### src/rtl/image_fitness_pkg.sv
// ============================================================================
// image_fitness_pkg : shared types and width helper for the fitness counter
// Revision: 1.0
// ============================================================================
`default_nettype none

package image_fitness_pkg;

    typedef enum logic [1:0] {
        IDLE  = 2'd0,
        COUNT = 2'd1,
        DONE  = 2'd2
    } state_t;

    // Bits needed to hold a count in the range 0..n inclusive.
    function automatic int fitness_width(input int n);
        return $clog2(n + 1);
    endfunction

endpackage

`default_nettype wire

### src/rtl/image_fitness_counter_popcount_chunk.sv
// ============================================================================
// popcount_chunk : combinational adder-tree population count
// Revision: 1.0
// ============================================================================
`default_nettype none

module popcount_chunk #(
    parameter int Width = 8
) (
    input  logic [Width-1:0]             bits,
    output logic [$clog2(Width+1)-1:0]   count
);

    localparam int OW = $clog2(Width + 1);

    if (Width == 1) begin : g_leaf
        assign count = bits;
    end else begin : g_node
        localparam int LO_W  = Width / 2;
        localparam int HI_W  = Width - LO_W;
        localparam int LO_OW = $clog2(LO_W + 1);
        localparam int HI_OW = $clog2(HI_W + 1);

        logic [LO_OW-1:0] lo_count;
        logic [HI_OW-1:0] hi_count;

        popcount_chunk #(.Width(LO_W)) u_lo (
            .bits  (bits[LO_W-1:0]),
            .count (lo_count)
        );

        popcount_chunk #(.Width(HI_W)) u_hi (
            .bits  (bits[Width-1:LO_W]),
            .count (hi_count)
        );

        assign count = OW'(lo_count) + OW'(hi_count);
    end

endmodule

`default_nettype wire

### src/rtl/image_fitness_counter.sv
// ============================================================================
// image_fitness_counter : multi-cycle matching-pixel count with start/done
// Revision: 1.0
// ============================================================================
`default_nettype none

module image_fitness_counter
    import image_fitness_pkg::*;
#(
    parameter int ImageWidth   = 8,
    parameter int ImageHeight  = 8,
    parameter int BitsPerCycle = 8
) (
    input  logic                                              clk,
    input  logic                                              rst,
    input  logic                                              start,
    input  logic [ImageWidth*ImageHeight-1:0]                 result,
    input  logic [ImageWidth*ImageHeight-1:0]                 target,
    output logic                                              busy,
    output logic                                              done,
    output logic [fitness_width(ImageWidth*ImageHeight)-1:0]  fitness,
    output logic                                              perfect
);

    localparam int N  = ImageWidth * ImageHeight;
    localparam int K  = N / BitsPerCycle;
    localparam int FW = fitness_width(N);
    localparam int CW = (K > 1) ? $clog2(K) : 1;
    localparam int PW = $clog2(BitsPerCycle + 1);

    if ((N % BitsPerCycle) != 0) begin : g_param_check
        $error("BitsPerCycle must divide ImageWidth*ImageHeight exactly");
    end

    state_t          state;
    state_t          state_next;
    logic [N-1:0]    mask;
    logic [FW-1:0]   acc;
    logic [CW-1:0]   chunk;
    logic [PW-1:0]   chunk_count;
    logic [FW-1:0]   acc_next;
    logic            last_chunk;

    popcount_chunk #(.Width(BitsPerCycle)) u_popcount (
        .bits  (mask[BitsPerCycle-1:0]),
        .count (chunk_count)
    );

    assign acc_next   = acc + FW'(chunk_count);
    assign last_chunk = (chunk == CW'(K - 1));

    always_ff @(posedge clk) begin
        if (rst) begin
            state <= IDLE;
        end else begin
            state <= state_next;
        end
    end

    always_comb begin
        state_next = state;
        case (state)
            IDLE:    if (start) state_next = COUNT;
            COUNT:   if (last_chunk) state_next = DONE;
            DONE:    state_next = IDLE;
            default: state_next = IDLE;
        endcase
    end

    always_comb begin
        busy = (state == COUNT);
        done = (state == DONE);
    end

    // Only the low chunk is scored each cycle; the mask shifts down toward it.
    always_ff @(posedge clk) begin
        if (rst) begin
            mask    <= '0;
            acc     <= '0;
            chunk   <= '0;
            fitness <= '0;
            perfect <= 1'b0;
        end else begin
            case (state)
                IDLE: begin
                    if (start) begin
                        mask  <= ~(result ^ target);
                        acc   <= '0;
                        chunk <= '0;
                    end
                end
                COUNT: begin
                    acc   <= acc_next;
                    mask  <= mask >> BitsPerCycle;
                    chunk <= chunk + CW'(1);
                    if (last_chunk) begin
                        fitness <= acc_next;
                        perfect <= (acc_next == FW'(N));
                    end
                end
                default: ;
            endcase
        end
    end

endmodule

`default_nettype wire

### config.mk
export PLATFORM = sky130hd
export DESIGN_NAME = image_fitness_counter
export DESIGN_NICKNAME = d
export VERILOG_FILES = /design/src/rtl/image_fitness_pkg.sv /design/src/rtl/image_fitness_counter_popcount_chunk.sv /design/src/rtl/image_fitness_counter.sv
export SDC_FILE = /design/constraint.sdc
export NUM_CORES = 1
export LEC_CHECK = 0
export BUFFER_PORTS_ARGS = -buffer_cell sky130_fd_sc_hd__buf_2
export CAP_MARGIN = 20
export CORE_MARGIN = 3
export CORE_UTILIZATION = 55
export CTS_CLUSTER_SIZE = 25
export DETAILED_ROUTE_END_ITERATION = 10
export PLACE_DENSITY = 0.87
export SLEW_MARGIN = 30
export SYNTH_ARGS = -nofsm -noshare
export SYNTH_HDL_FRONTEND = slang
export SYNTH_SLANG_ARGS = --single-unit
### constraint.sdc
create_clock -name clk -period 7.55 [get_ports clk]
set_clock_uncertainty 0.1 [all_clocks]
set_input_delay 0.3775 -clock clk [delete_from_list [all_inputs] [get_ports clk]]
set_output_delay 0.3775 -clock clk [all_outputs]
set_load 0.02 [all_outputs]
; ---- Word-level counts from Yosys, hierarchy flattened
; Index checks and enable logic that the tools add are counted.
[op_classes]
add_sub_neg = 9
eq_ne = 6
n_mux = 9
bitwise_logic = 2
reduce_logical = 5
[op_table]
columns = cell, count
row1 = $pmux W64 S2, 1
row2 = $mux W64, 1
row3 = $not A64 Y64, 1
row4 = $xor A64 B64 Y64, 1
row5 = $pmux W7 S2, 1
row6 = $add A1 B1 Y2, 4
row7 = $add A7 B4 Y7, 1
row8 = $eq A7 B7 Y1 const B, 1
row9 = $mux W7, 1
row10 = $add A2 B2 Y3, 2
row11 = $pmux W3 S2, 1
row12 = $reduce_and A2 Y1, 3
row13 = $add A3 B3 Y4, 1
row14 = $mux W2, 2
row15 = $pmux W2 S2, 1
row16 = $add A3 B1 Y3 const B, 1
row17 = $eq A3 B3 Y1 const B, 1
row18 = $mux W3, 1
row19 = $eq A2 B1 Y1 const B, 1
row20 = $eq A2 B2 Y1 const B, 1
row21 = $logic_not A2 Y1, 1
row22 = $ne A2 B1 Y1 const B, 1
row23 = $ne A2 B2 Y1 const B, 1
row24 = $reduce_bool A2 Y1, 1
[word_totals]
ff_bits = 84
in_bits = 131
output_inout_bits = 10
elab_cells = 37

; ---- Logic depth before layout (Yosys ltp)
; Gate-level depths: netlist of run 1.
[logic_depth]
word_depth = 5
depth_mapped = 12
ltp_nobuf = 12

; ---- By module
; A second synthesis of run 1 with hierarchy kept.
[unflattened]
hier_cells = 544
area_unflattened_um2 = 4498.1
[modules_own_cells]
columns = module, n_inst, cells_each, area_each_um2, seq_area_each_um2
row1 = image_fitness_counter, 1, 506, 4190.3, 1681.6
row2 = popcount_chunk at u_popcount.g_node.u_hi ..., 2, 7, 51.3, 0.0
row3 = popcount_chunk at u_popcount, 1, 12, 95.1, 0.0
row4 = popcount_chunk at u_popcount.g_node.u_hi.g_node.u_hi.g_node.u_hi ..., 8, 1, 7.5, 0.0
row5 = popcount_chunk at u_popcount.g_node.u_hi.g_node.u_hi ..., 4, 1, 12.5, 0.0

; ---- Worst setup path before layout of run 1
; No wires, ideal clock.
[synth_path]
path_kind = register -> register
start = register mask[1]
end = register perfect
setup_ns = 0.060
t_arrival_ns = 3.577
required_ns = 7.390
setup_slack_ns = 3.813
stages_incl_launch_ff = 11
path_buffers = 0
period_less_slack_ns = 3.737
cell_sequence = dfxtp_1 > fa_1 > inv_1 > fa_1 > fa_1 > fa_1 > inv_1 > fa_1 > or3b_1 > nor4b_1 > a32o_1
[synth_between]
elab_chain_len = 5
[synth_lines]
columns = element, line_no
row1 = from (decl), image_fitness_counter.sv:37  ; logic [N-1:0] mask;
row2 = from (signal assigned), image_fitness_counter.sv:87  ; mask <= ~(result ^ target);
row3 = from (signal assigned), image_fitness_counter.sv:94  ; mask <= mask >> BitsPerCycle;
row4 = $add A1 B1 Y2, image_fitness_counter_popcount_chunk.sv:37  ; assign count = OW'(lo_count) + OW'(hi_count);
row5 = $add A2 B2 Y3, image_fitness_counter_popcount_chunk.sv:37
row6 = $add A3 B3 Y4, image_fitness_counter_popcount_chunk.sv:37
row7 = $add A7 B4 Y7, image_fitness_counter.sv:49  ; assign acc_next = acc + FW'(chunk_count);
row8 = via acc_next[1], image_fitness_counter.sv:41  ; logic [FW-1:0] acc_next;
row9 = $eq A7 B7 Y1, image_fitness_counter.sv:98  ; perfect <= (acc_next == FW'(N));
row10 = to (signal assigned), image_fitness_counter.sv:98
row11 = to (decl), image_fitness_counter.sv:22  ; output logic perfect
; The timed path passes the listed nets, and every way through them passes these cells.
; A chain may end at the register's enable or synchronous reset.

; ---- Final worst setup path of run 1
; Same ends and word-level chain as after synthesis.

==> impl_metrics.yaml, run 1 <==
synthesis:
  asyncSetResetFlopFracSynth_pct: 0
  synth_xor_area_share_pct: 13.7
  synth.area.mux_share_pct: 0
  post-synth-top-area-cell: "dfxtp_1"
  synth.net_count: 665
  synth_compound_area_share_pct: 16.7
  syn-cell-area_sq_mm: 0.00435
  yosys.cell_types.count: 35
  synth_seq_area_share_pct: 38.7
  simple_gate_fraction_of_synth_area_pct: 20.9
  yosysTopAreaCellShare_pct: 38.7
  ys_top_cells_by_count: "nor2_1 (135), dfxtp_1 (84), xor2_1 (59), a211oi_1 (55), nor3_1 (53)"
  postSynthCellCount: 521
  yosys_register_bits: 84
  synth_most_common_cell: "nor2_1"
  leading_register_cell_type_out_of_synthesis: "dfxtp_1"
  synthAdderAreaFrac_pct: 4.60
  synthesis.yosys.warnings: 0
  synth_top_family_by_area: "simple AND/OR/NAND/NOR gates"
  top_cells_by_area_in_the_synthesized_netlist: "dfxtp_1 (39%), xor2_1 (12%), nor2_1 (12%), a211oi_1 (9.5%), nor3_1 (6.1%)"
  syn-mean-instance-area_sq_um: 8.35
  synth_edf_count: 0
timing:
  max-slew-margin-rel_pct: 44.1
  fin_crit_sh_pct: 51.6
  final_period_minus_worst_setup_slack_ps: 3900
  worstMarginPinSlew_ps: 838
  final-setup-viol-count: 0
  setup_total_negative_slack_ps: 0
  final-hold-violation-count: 0
  rsz0062_at_grt: "false"
  final_max_slew_violation_count: 0
  maxClockFrequency_mhz: 257
cells_and_area:
  diodes: 0
  layout-area-overhead-vs-synth_pct: 20.0
  finish.utilization_pct: 70.1
  layout.cells.non_filler: 740
  regArea_sq_mm: 0.00168
  nNetsFinal: 783
  number_of_fill_cells: 624
  final_layout_size_suffix_gt1_share_pct: 26.8
  multi_input_comb_area_sq_mm: 0.00244
place:
  dp_hpwl_um: 7050
  port-buffer-count: 140
  place_inst: 727
  gp_routability_congestion: 0.809
die:
  floorplan.die.width_um: 94.9
  die_h_um: 94.9
  design.core.area_sq_mm: 0.00745
  rows: 31
  io-pin-count: 141
  floorplan.initialDensity_pct: 58.4
  die-area_sq_mm: 0.00901
global_routing:
  track_usage_pct: 22.3
  grt_antenna_before_repair: 0
  wire_length_of_the_first_global_routing_pass_um: 15900
  grt_remaining_overflow: 0
  first_global_vias: 3731
  pin_count_of_the_biggest_net_entering_global_routing: 85
worst_hold_path:
  hold_path_depth: 4
  timing.hold.worst_endpoint: "mask[58]"
  min-delay-path-class: "input pin to register"
  min_from: "result[58]"
detailed_routing:
  routed_via_density: 5.25
  final_antenna_net_count: 0
  drt_first_pass_iters: 4
  detail_route.iter0.violations: 210
  drc: 0
  routed_vias: 3885
  final_wirelength_um: 9740
  route.detailed.wl_per_inst_um: 13.2
power_and_ir_drop:
  switching_share_pct: 29.6
  internal-power_mw: 0.755
  power.combinational.fraction_pct: 24.8
  seq_power_share_pct: 46.9
  power_per_cell_area_mw_per_mm2: 206
  power.leakage_nw: 2.38
  power_dissipated_by_switching_net_loads_mw: 0.318
  clock_power_share_pct: 28.3
  worst_supply_voltage_drop_on_vdd_mv: 0.110
setup_path:
  path_class: "register to register"
  crit_required_ps: 7730
  rr_endpoint: "perfect"
  r2r_start: "mask[1]"
  critPathLaunchType: "register"
  ff2ff_setup_slack_ps: 3650
  cp-end-kind: "register"
  arrival_time_at_the_worst_endpoint_ps: 4080
  timing.critical_path.fanout_max: 3
  r2r.worst_path.cells: 10
clock_tree:
  clock_latency_of_the_later_clocked_register_in_the_worst_skew_pair_ps: 340
  cts.sinks: 84
  worst_setup_hold_path_clk_slew_ps: 70
  clock_tree_from_tritoncts: "yes"
  count_of_hold_fix_buffers_inserted_at_cts: 0
  cts.repair.resized: 0
  cts.htree.levels: 3
  inserted_clock_buffers: 9
  cts_buffer_depth: 2
  clockRootBuffer: "clkbuf_8"
  cts.repair_timing.setup_buffer_count: 0
run_status:
  status: "complete, no violations"
flow_run:
  max_cap_viol_count: 0
[logic make-up after synthesis]
logic type / count (synthesis)
AND/OR/NAND/NOR: 212
buffers and inverters: 49
adder cells (fa/ha/maj): 13
flip-flops: 84
XOR/XNOR: 68
AO/OA/AOI/OAI: 95
[stage by stage]
stage | worst slack, ps | power [mW] | hold slack, ps | cell area [sq um]
4_1_cts | 3630 | 1.08 | 282 | 5220
5_1_grt | 3520 | 1.13 | 290 | 5220
3_5_place_dp | 3660 | 0.780 | 350 | 5040
3_3_place_gp | 3700 | 0.766 | 341 | 5010
2_1_floorplan | 3810 | 0.699 | 344 | 4350
6_report | 3650 | 1.07 | 288 | 5220
[worst max-delay path, stage by stage (launching register included)]
cell and delay, ps:
dfxtp_1 330, fa_1 530, inv_1 50, fa_1 480, fa_1 520, fa_1 480, inv_1 90, fa_1 430
or3b_1 380, nor4b_1 280, a32o_1 170
[placed cells by master, fill, tap and decap left out, drive strengths merged, types with 9 or more instances in the layout]
cell	instances
nor3	53
nand2	12
a211oi	64
dfxtp	84
a22oi	14
inv	12
xor2	59
buf	144
a21oi	10
clkbuf	10
nor2	136
xnor2	9
[power groups by stage]
stage | Clock (mW) | Combinational, mW | Sequential [mW]
after global routing | 0.325 | 0.300 | 0.508
after CTS | 0.306 | 0.269 | 0.504
final | 0.304 | 0.266 | 0.503
after global placement | 0 | 0.255 | 0.511
after floorplan | 0 | 0.192 | 0.507
after detailed placement | 0 | 0.267 | 0.514
[layer usage]
layer  track usage [%]  vias to the layer above  part of all wire, %
li1                  -                     2006                    -
met1              26.9                     1729                   42
met5                 0                        -                    0
met2              38.9                      136                   50
met4              9.50                        0                  1.8
met3              3.67                       14                  6.3
[state kept, by name, summed over array words and instances, names as in the netlist]
name,cells
fitness,7
mask,64
chunk,3
state,2
perfect,1
acc,7
[layout make-up]
type                    instances  share of cell area (%)
clock inverters                 3                   0.767
well taps                      99                    2.37
inverters                      12                   0.911
multi-input cells             388                    46.7
repair buffers                144                    14.4
clock buffers                  10                    2.64
flip-flops and latches         84                    32.2
[worst max-delay path by stage]
stage / start / endpoint / depth (start not counted) / slack, ps
after detailed placement: mask[1] / perfect / 10 / 3660
after floorplan: mask[1] / perfect / 10 / 3810
after CTS: mask[1] / perfect / 10 / 3630
after global routing: mask[1] / perfect / 10 / 3520
after global placement: mask[1] / perfect / 10 / 3700
final: mask[1] / perfect / 10 / 3650
(Power assumes the default switching activity.)
==> run 2, diff against run 1 <==
--- a/config.mk
+++ b/config.mk
@@ -5,13 +5,14 @@
 export SDC_FILE = /design/constraint.sdc
 export NUM_CORES = 1
 export LEC_CHECK = 0
+export ABC_AREA = 1
 export BUFFER_PORTS_ARGS = -buffer_cell sky130_fd_sc_hd__buf_2
 export CAP_MARGIN = 20
 export CORE_MARGIN = 3
-export CORE_UTILIZATION = 55
+export CORE_UTILIZATION = 46
 export CTS_CLUSTER_SIZE = 25
 export DETAILED_ROUTE_END_ITERATION = 10
-export PLACE_DENSITY = 0.87
+export PLACE_DENSITY = 0.77
 export SLEW_MARGIN = 30
 export SYNTH_ARGS = -nofsm -noshare
 export SYNTH_HDL_FRONTEND = slang
==> constraint.sdc (replaced) <==
create_clock -name clk -period 3.29 [get_ports clk]
set_clock_uncertainty 0.1 [all_clocks]
set_input_delay 0.1645 -clock clk [delete_from_list [all_inputs] [get_ports clk]]
set_output_delay 0.1645 -clock clk [all_outputs]
set_load 0.02 [all_outputs]
==> impl_metrics.yaml, run 2 <==
setup_path:
  critical-path-top-cell-by-count: "fa_1"
  crit_required_ps: 3480
  critical-path-max-stage-delay_ps: 530
  timing.critical_path.fanout_max: 2
  arrival_time_at_the_worst_endpoint_ps: 3680
  cp-end-kind: "register"
  critPathLaunchType: "register"
  path_cells: "fa_1, inv_1, fa_1, fa_1, fa_2, inv_2, fa_1, inv_1, nand2_1, nor2_1, nand3_1, nor2_1, nand3_1, a21oi_1"
  critical_path.slowest_cell: "fa_1"
  r2r_start: "mask[1]"
  path_class: "register to register"
  crit_path_start: "mask[1]"
synthesis:
  yosys.cell_types.count: 24
  leading_register_cell_type_out_of_synthesis: "dfxtp_1"
  top_cells_by_area_in_the_synthesized_netlist: "dfxtp_1 (38%), nand2_1 (10%), a21oi_1 (9.9%), xnor2_1 (7.9%), o21ai_0 (5.8%)"
  postSynthCellCount: 610
  post-synth-top-area-cell: "dfxtp_1"
  yosysTopAreaCellShare_pct: 37.8
  synth_edf_count: 0
  synth.net_count: 754
  syn-mean-instance-area_sq_um: 7.30
  ys_top_cells_by_count: "nand2_1 (123), a21oi_1 (88), dfxtp_1 (84), inv_1 (52), o21ai_0 (52)"
  yosys_register_bits: 84
  asyncSetResetFlopFracSynth_pct: 0
  synth_seq_area_share_pct: 37.8
  syn-cell-area_sq_mm: 0.00445
  synth_most_common_cell: "nand2_1"
  synthesis.yosys.warnings: 0
die:
  io-pin-count: 141
  floorplan.initialDensity_pct: 47.7
  die_h_um: 104
  design.core.area_sq_mm: 0.00933
  floorplan.die.width_um: 104
  rows: 35
  die-area_sq_mm: 0.0109
detailed_routing:
  final_antenna_net_count: 0
  final_wirelength_um: 12300
  drc: 0
  route.detailed.wl_per_inst_um: 13.5
  routed_via_density: 5.01
  drt_first_pass_iters: 4
  detail_route.iter0.violations: 179
  routed_vias: 4586
run_status:
  status: "finished, violations left"
  failing_checks: "setup timing"
worst_hold_path:
  min-delay-path-class: "input pin to register"
  min_from: "target[15]"
place:
  dp_hpwl_um: 7890
  port-buffer-count: 140
  detailed_place.area_sq_mm: 0.00524
  gp_routability_congestion: 0.843
  place_inst: 857
power_and_ir_drop:
  power.leakage_nw: 2.81
  finalPower_mw: 2.61
  worst_supply_voltage_drop_on_vdd_mv: 0.322
  power_per_cell_area_mw_per_mm2: 445
cells_and_area:
  final_area_sq_mm: 0.00588
  largest_registers: "mask: 64 flops, acc: 7 flops, fitness: 7 flops"
  largest_register_ffs: 64
  commonest_non_fill_non_tap_cell_in_the_layout: "buf_2"
  max_flop_register: "mask"
  diodes: 0
  nNetsFinal: 927
  layout.cells.non_filler: 916
  final_layout_size_suffix_gt1_share_pct: 22.9
  number_of_fill_cells: 813
  layout-area-overhead-vs-synth_pct: 32.0
  mostFrequentLayoutCells: "buf_2 (140), nand2_1 (123), a21oi_1 (88)"
clock_tree:
  cts_buffer_depth: 2
  worst_setup_hold_path_clk_slew_ps: 90
  clock_tree_from_tritoncts: "yes"
  inserted_clock_buffers: 9
  cts.htree.levels: 3
  cts.sinks: 84
  clock_latency_of_the_later_clocked_register_in_the_worst_skew_pair_ps: 350
  clockRootBuffer: "clkbuf_8"
timing:
  final_max_slew_violation_count: 0
  final_period_minus_worst_setup_slack_ps: 3490
  maxClockFrequency_mhz: 286
  worst_slack_ps: -204
  fin_crit_sh_pct: 106
  rsz0062_at_grt: "true"
  max-slew-margin-rel_pct: 58.1
  final-hold-violation-count: 0
  worstMarginPinSlew_ps: 629
  final-setup-viol-count: 3
  setup_total_negative_slack_ps: -219
global_routing:
  grt_antenna_before_repair: 0
  first_global_vias: 4596
  pin_count_of_the_biggest_net_entering_global_routing: 55
  wire_length_of_the_first_global_routing_pass_um: 20300
  grt_remaining_overflow: 0
  track_usage_pct: 22.6
flow_run:
  max_cap_viol_count: 0
run 2: cell types whose count changed after synthesis, moves of 10 or more:
cell,previous run,this run
nor3_1,53,0
nand3_1,1,11
o21ai_0,4,52
xnor2_1,9,40
a22oi_1,14,0
o21ai_1,0,24
xor2_1,59,24
a21oi_1,10,88
inv_1,11,52
a211oi_1,55,0
nand2_1,11,123
nor2_1,135,45
run 2: report_power, final:
group / internal [mW] / switching (mW) / total [mW]
Combinational: 0.344 / 0.374 / 0.718
Sequential: 1.10 / 0.0454 / 1.15
Clock: 0.356 / 0.392 / 0.748
Total: 1.80 / 0.811 / 2.61
run 2: logic make-up after synthesis:
kind of cell	count (synthesis)	share of synthesized area (%)
and+or+nand+nor	184	16.2
DFF	84	37.8
AOI/OAI and AO/OA	175	20.3
xor gates and xnor gates	64	12.6
buffers and inverters	90	8.60
adders and majority gates	13	4.50
run 2: layer usage:
metal / GRT usage, % / wire length, um / vias up
met3: 5.03 / 585 / 41
met2: 39.9 / 6300 / 142
met1: 25.9 / 5050 / 2094
met5: 0 / 0 / -
met4: 10.4 / 416 / 0
li1: - / - / 2309
run 2: worst paths after layout:
kind | to | slack [ps] | cells after the start
worst max-delay path | perfect | -200 | 14
worst min register to register | fitness[3] | 370 | 2
worst max register to register | perfect | -200 | 14
worst min-delay path | mask[15] | 9 | 4
run 2: final cells by class:
class,count,area (sq um),area share [%]
inverters,56,210,3.58
multi-input cells,436,2390,40.7
clock buffers,9,124,2.11
clock inverters,6,73.8,1.26
repair buffers,196,1230,20.9
flip-flops and latches,84,1680,28.6
well taps,129,161,2.75
run 2: worst max-delay path: cells and delay by family (launching register included):
kind	cells	cell delay, ps
compound gates	1	120
fa+ha+maj	5	2250
buf+inv	3	210
flops	1	340
simple gates	5	410
run 2: per-stage QoR:
step	utilization [%]	setup slack, ps	hold WS (ps)
final	63.0	-204	8.84
after global routing	63.0	-368	11.6
after CTS	63.0	-222	0.532
after detailed placement	56.1	-194	356
after global placement	56.1	-137	347
after floorplan	-	-26.5	249
run 2: repair_timing:
item                                    4_1_cts  5_1_grt
pin swaps                                     1        0
endpoints found under the hold margin        25        0
gates resized for setup                       2        0
setup buffers                                 0        0
endpoints found under the setup margin        4        7
hold buffers                                 44        0
